## config.mk

```make
export PLATFORM = sky130hd
export DESIGN_NAME = axi_burst_reader
export DESIGN_NICKNAME = d
export VERILOG_FILES = /design/src/rtl/axi_burst_reader.sv
export SDC_FILE = /design/constraint.sdc
export NUM_CORES = 1
export LEC_CHECK = 0
export CAP_MARGIN = 20
export CELL_PAD_IN_SITES_DETAIL_PLACEMENT = 0
export CELL_PAD_IN_SITES_GLOBAL_PLACEMENT = 1
export CORE_AREA = 4 4 245 247
export CTS_CLUSTER_SIZE = 16
export DETAILED_ROUTE_END_ITERATION = 6
export DIE_AREA = 0 0 249 251
export PLACE_DENSITY = 0.59
export SYNTH_ARGS = -nofsm -noshare
export SYNTH_HDL_FRONTEND = slang
export SYNTH_SLANG_ARGS = --single-unit
```

## constraint.sdc

```tcl
create_clock -name clk_i -period 6.8 [get_ports clk_i]
set_input_delay 1.36 -clock clk_i [delete_from_list [all_inputs] [get_ports clk_i]]
set_output_delay 1.36 -clock clk_i [all_outputs]
set_load 0.02 [all_outputs]
```

## src/rtl/axi_burst_reader.sv

```systemverilog
// AXI4 read initiator: splits a linear beat command into INCR bursts (<=256 beats, never crossing 4KiB), one outstanding.
// R beats pass through with zero latency; out_ready drives rready directly, so the sink backpressures the slave.
module axi_burst_reader #(
  parameter int ADDR_WTH = 32,
  parameter int DATA_WTH = 256,
  parameter int ID_WIDTH = 4,
  parameter int AXI_ID   = 0
) (
  input  logic                clk_i,
  input  logic                rst_i,
  input  logic                cmd_valid,
  output logic                cmd_ready,
  input  logic [ADDR_WTH-1:0] cmd_addr,
  input  logic [15:0]         cmd_beats,
  output logic [DATA_WTH-1:0] out_data,
  output logic                out_last,
  output logic                out_valid,
  input  logic                out_ready,
  output logic                done_valid,
  output logic                done_err,
  output logic [ADDR_WTH-1:0] araddr,
  output logic [7:0]          arlen,
  output logic [2:0]          arsize,
  output logic [1:0]          arburst,
  output logic [ID_WIDTH-1:0] arid,
  output logic                arvalid,
  input  logic                arready,
  input  logic [DATA_WTH-1:0] rdata,
  input  logic [1:0]          rresp,
  input  logic                rlast,
  input  logic [ID_WIDTH-1:0] rid,
  input  logic                rvalid,
  output logic                rready
);

  localparam int BEAT_BYTES = DATA_WTH / 8;
  localparam int LOG2B      = $clog2(BEAT_BYTES);

  typedef enum logic [2:0] {S_IDLE, S_PLAN, S_AR, S_R, S_DONE} state_t;

  state_t              state_q, state_d;
  logic [ADDR_WTH-1:0] cur_addr_q, cur_addr_d;
  logic [ADDR_WTH-1:0] araddr_q, araddr_d;
  logic [15:0]         remaining_q, remaining_d;
  logic [7:0]          arlen_q, arlen_d;
  logic [8:0]          beat_cnt_q, beat_cnt_d;
  logic                err_q, err_d;

  logic                r_fire;
  logic                beat_err;
  logic [12:0]         bound_bytes;
  logic [12:0]         to_bound;
  logic [15:0]         plan_len;
  logic [ADDR_WTH-1:0] burst_bytes;

  always_ff @(posedge clk_i) begin
    if (rst_i) begin
      state_q     <= S_IDLE;
      cur_addr_q  <= '0;
      araddr_q    <= '0;
      remaining_q <= '0;
      arlen_q     <= '0;
      beat_cnt_q  <= '0;
      err_q       <= 1'b0;
    end else begin
      state_q     <= state_d;
      cur_addr_q  <= cur_addr_d;
      araddr_q    <= araddr_d;
      remaining_q <= remaining_d;
      arlen_q     <= arlen_d;
      beat_cnt_q  <= beat_cnt_d;
      err_q       <= err_d;
    end
  end

  always_comb begin
    state_d = state_q;
    case (state_q)
      S_IDLE:  if (cmd_valid) state_d = S_PLAN;
      S_PLAN:  state_d = (remaining_q != 16'd0) ? S_AR : S_DONE;
      S_AR:    if (arready) state_d = S_R;
      S_R:     if (r_fire && rlast) state_d = S_PLAN;
      S_DONE:  state_d = S_IDLE;
      default: state_d = S_IDLE;
    endcase
  end

  assign r_fire = (state_q == S_R) && rvalid && out_ready;

  // Beat index (beats already taken this burst) must reach arlen exactly on rlast.
  assign beat_err = (rresp != 2'b00) || (rid != ID_WIDTH'(AXI_ID)) ||
                    (rlast && (beat_cnt_q != {1'b0, arlen_q})) ||
                    (!rlast && (beat_cnt_q > {1'b0, arlen_q}));

  always_comb begin
    cur_addr_d  = cur_addr_q;
    remaining_d = remaining_q;
    araddr_d    = araddr_q;
    arlen_d     = arlen_q;
    beat_cnt_d  = beat_cnt_q;
    err_d       = err_q;
    bound_bytes = 13'h1000 - {1'b0, cur_addr_q[11:0]};
    to_bound    = bound_bytes >> LOG2B;
    plan_len    = remaining_q;
    if ({3'b000, to_bound} < plan_len) plan_len = {3'b000, to_bound};
    if (plan_len > 16'd256) plan_len = 16'd256;
    burst_bytes = ADDR_WTH'({1'b0, arlen_q} + 9'd1) << LOG2B;
    case (state_q)
      S_IDLE: begin
        if (cmd_valid) begin
          cur_addr_d  = cmd_addr & ~ADDR_WTH'(BEAT_BYTES - 1);
          remaining_d = cmd_beats;
          err_d       = 1'b0;
        end
      end
      S_PLAN: begin
        if (remaining_q != 16'd0) begin
          araddr_d = cur_addr_q;
          arlen_d  = 8'(plan_len - 16'd1);
        end
      end
      S_AR: begin
        if (arready) begin
          cur_addr_d  = cur_addr_q + burst_bytes;
          remaining_d = remaining_q - (16'(arlen_q) + 16'd1);
          beat_cnt_d  = '0;
        end
      end
      S_R: begin
        if (r_fire) begin
          // Saturate so a runaway burst never wraps back into the legal range.
          if (beat_cnt_q != 9'h1FF) beat_cnt_d = beat_cnt_q + 9'd1;
          if (beat_err) err_d = 1'b1;
        end
      end
      default: ;
    endcase
  end

  always_comb begin
    cmd_ready  = (state_q == S_IDLE);
    arvalid    = (state_q == S_AR);
    rready     = (state_q == S_R) && out_ready;
    out_valid  = (state_q == S_R) && rvalid;
    out_data   = rdata;
    out_last   = out_valid && rlast && (remaining_q == 16'd0);
    done_valid = (state_q == S_DONE);
    done_err   = (state_q == S_DONE) && err_q;
    araddr     = araddr_q;
    arlen      = arlen_q;
  end

  assign arsize  = 3'(LOG2B);
  assign arburst = 2'b01;
  assign arid    = ID_WIDTH'(AXI_ID);

endmodule

```

==> impl_metrics.toml <==
[detailed_routing]
final_wirelength_mm = 28.7
detail_route.drc_violations = 0
dr.pass1.iters = 5
number_of_vias_per_cell = 3.97
final_antenna_net_count = 0
detailedRoute.firstIterationViolations = 312
post_dr_wirelength_cell_um = 17.3
dr_total_vias = 6583

[timing]
setup_viol_count_final = 0
final.min_clock_period_ns = 4.37
grt_setup_unrepaired = "no"
timing_hold_violations_final = 0
fin_skew_ns = 0.00982
tightest_slew_ns = 1.09
fmax_mhz = 229
slew_viol_final = 0
post-route-period-util_pct = 64.2
setup_total_negative_slack_ns = 0
max-slew-margin-rel_pct = 27.2

[worst_setup_path]
crit_path_start_kind = "register"
critPathRequiredTime_ns = 7.03
r2r_end = "arlen[4]$_SDFFE_PP0P_"
r2r_depth = 16
regToRegStartpoint = "cur_addr_q[6]$_SDFFE_PP0P_"
endpoint_kind = "register"
timing.reg2reg.setup_slack_ns = 2.43
path_class = "register to register"
worstPathMaxFanout = 12
worstPathArrival_ns = 4.60

[floorplanning]
i_o_pin_count = 629
initial_utilization_pct = 14.6
area_of_the_core_um2 = 57600
placement_rows = 88
die_w_um = 249
design.die.area_um2 = 62500
floorplan.die.height_um = 251

[synthesis]
synth-main-ff-cell = "dfxtp_1"
synth.cell_area_um2 = 8410
synth.area.top_cells = "buf_4 24%, dfxtp_1 22%, ha_1 5.7%"
yosysTopAreaCellShare_pct = 24.1
ys_seq_elements = 91
postSynthCellCount = 1079
synth_async_sr_flop_share_pct = 0
netlist-cell-type-count = 81
proportion_of_synthesized_chip_area_in_sequential_cells_pct = 21.7
yosys_warnings = 0
synth_largest_area_cell = "buf_4"
synth_edf_count = 0
syn_avg_cell_area_um2 = 7.79

[global_route]
grt_util_all_layers_pct = 8.69
grt_antenna_before_repair = 3
maximum_number_of_pins_on_one_net_before_global_route_repair = 54
first_global_vias = 6479
grt_first_pass_wirelength_mm = 42.0
overflow = 0

[place]
hpwlAfterDp_mm = 22.1
placement.io_buffers = 97
finalWeightedCongestion = 0.808
dpl_cell_area_um2 = 8130

[hold_path]
hold_path_depth = 2
hold_path_startpoint = "araddr[11]$_SDFFE_PP0P_"
holdPathEnd = "araddr[11]$_SDFFE_PP0P_"
min_delay_worst_type = "register to register"

[pwr]
total_power_divided_by_cell_area_nw_per_um2 = 225
vdd_drop_max_mv = 0.129
power.switching_fraction_pct = 37.3
power_frac_comb_pct = 36.3
p_int_mw = 1.20
power.share.clock_pct = 30.0
power.leakage_nw = 2.71
sequential_share_of_power_pct = 33.7
net-switching-power_mw = 0.712

[clock_tree]
cts.sinks = 91
cts-root-buf = "clkbuf_16"
numCtsBuffers = 9
postCtsHoldBufs = 0
clk_pin_slew_ns = 0.07
count_of_instances_resized_after_the_clock_tree_is_built = 0
max-clock-path-buffers = 2
htree_levels = 3
post_cts_buffers = 0
worstSkewPairLatency_ns = 0.35
cts_tree = "yes"

[final_layout]
area_growth_syn_to_layout_pct = 0.640
stdcell_area_um2 = 8460
fraction_of_final_layout_cells_sized_beyond_drive_strength_1_pct = 11.1
nNetsFinal = 1244

[status]
status = "completed"

[flow_run]
timing.max_cap.violations = 0
## layout make-up
class                      count  area (um2)
fill                        6529       49100
sequential                    91        1820
multi-input combinational    654        4230
tap                          765         957
antenna                        2        5.00
clock inverter                 4        72.6
clock buffer                  12         256
timing repair buffer         103        1010
inverter                      28         105
## cell usage after synthesis (5+ instances only)
cell         n
a31oi_1     15
nand3b_1     9
ha_1        38
o21bai_1     5
a22oi_1      9
nor4_1      13
a21oi_1     42
a2111oi_0    5
a311oi_1     6
nor3_1      25
nor2_1      55
xnor2_1     28
xor2_1       8
or3_1        9
o22ai_1      5
nand4_1      8
and2_1       6
or4_1        9
buf_2       12
inv_1       27
nand2_2     29
clkbuf_1    27
nand2_1    107
o21ai_0     24
a21o_1      10
buf_4      270
o211ai_1    15
and3_1       9
dfxtp_1     91
nand3_1     31
a21oi_2     28
a211oi_1    16
## worst max-delay path by stage
stage          cells after the start  slack [ns]               endpoint                       start
3_3_place_gp                      16        2.43  arlen[4]$_SDFFE_PP0P_  cur_addr_q[5]$_SDFFE_PP0P_
2_1_floorplan                     17        3.08  arlen[6]$_SDFFE_PP0P_  cur_addr_q[6]$_SDFFE_PP0P_
5_1_grt                           16        1.89  arlen[4]$_SDFFE_PP0P_  cur_addr_q[6]$_SDFFE_PP0P_
3_5_place_dp                      16        2.47  arlen[4]$_SDFFE_PP0P_  cur_addr_q[6]$_SDFFE_PP0P_
4_1_cts                           16        2.44  arlen[4]$_SDFFE_PP0P_  cur_addr_q[6]$_SDFFE_PP0P_
6_report                          16        2.43  arlen[4]$_SDFFE_PP0P_  cur_addr_q[6]$_SDFFE_PP0P_
## flip-flops by register name, indices dropped and copies added, names as in the netlist
register and flops:
araddr 27, cur_addr_q 27, remaining_q 16, beat_cnt_q 9, arlen 8, state_q 3, err_q 1
## critical path, cell delays in order (launching register included)
cell,delay (ns)
dfxtp_1,0.44
inv_1,0.18
ha_1,0.17
nor3b_1,0.48
nand2_1,0.13
xor2_1,0.20
ha_1,0.32
nand4_1,0.13
o31ai_1,0.52
nand2_2,0.26
a21oi_1,0.21
ha_1,0.25
nand3b_1,0.09
o21ai_0,0.38
xor2_1,0.12
o211ai_1,0.25
o31ai_2,0.10
## power groups by stage
stage                     Combinational, mW  Clock [mW]  Sequential, mW
after global routing                  0.772       0.609           0.651
after detailed placement              0.696           0           0.655
final                                 0.693       0.572           0.642
after floorplan                       0.722           0           0.637
after global placement                0.693           0           0.654
after CTS                             0.700       0.590           0.643
## layout by cell type, fill, tap and decap left out, drive strengths merged, types with 5 or more instances in the layout
master,synthesis,layout
dfxtp,91,91
a2111oi,5,5
nand3b,9,9
a211oi,17,17
or3,9,9
xnor2,28,28
o211ai,15,15
a21o,10,10
nand4,8,8
ha,38,38
inv,28,28
a21oi,70,70
o31ai,5,5
nor4,14,14
a22oi,9,9
o22ai,5,5
and3,9,9
o21ai,28,28
or2,5,5
nor3,25,25
xor2,8,8
clkbuf,27,12
buf,291,7
a311oi,7,7
o21bai,5,5
nor2,57,57
conb,2,14
and2,7,7
clkdlybuf4s50,0,96
or4,10,10
nand2,136,136
a31oi,15,15
nand3,31,31
## metrics by stage
step	utilization, %	std cells	setup slack [ns]	total power [mW]	hold WS, ns
global route	14.7	1657	1.89	2.03	0.477
CTS	14.7	1657	2.44	1.93	0.456
finish	14.7	1659	2.43	1.91	0.456
floorplan	-	1091	3.08	1.36	0.427
detailed placement	14.1	1641	2.47	1.35	0.446
global placement	14.1	1641	2.43	1.35	0.437
## logic make-up (layout without fill, tap and decap cells)
family                     Yosys count  in the layout  synth area share, %
buffers and inverters              346            147                 28.6
and+or+nand+nor                    339            339                 20.5
adders and majority gates           40             40                 6.13
muxes                                8              8                 1.01
xor gates and xnor gates            36             36                 3.75
AOI/OAI and AO/OA                  217            217                 18.2
other                                2             16               0.0893
DFF                                 91             91                 21.7
## layer usage
metal	vias up	track usage [%]	wire (um)
li1	3081	-	-
met1	3132	11.3	13100
met2	287	13.1	12500
met3	81	3.21	2230
met4	2	3.29	833
met5	-	0.752	39
(Power assumes the default switching activity.)
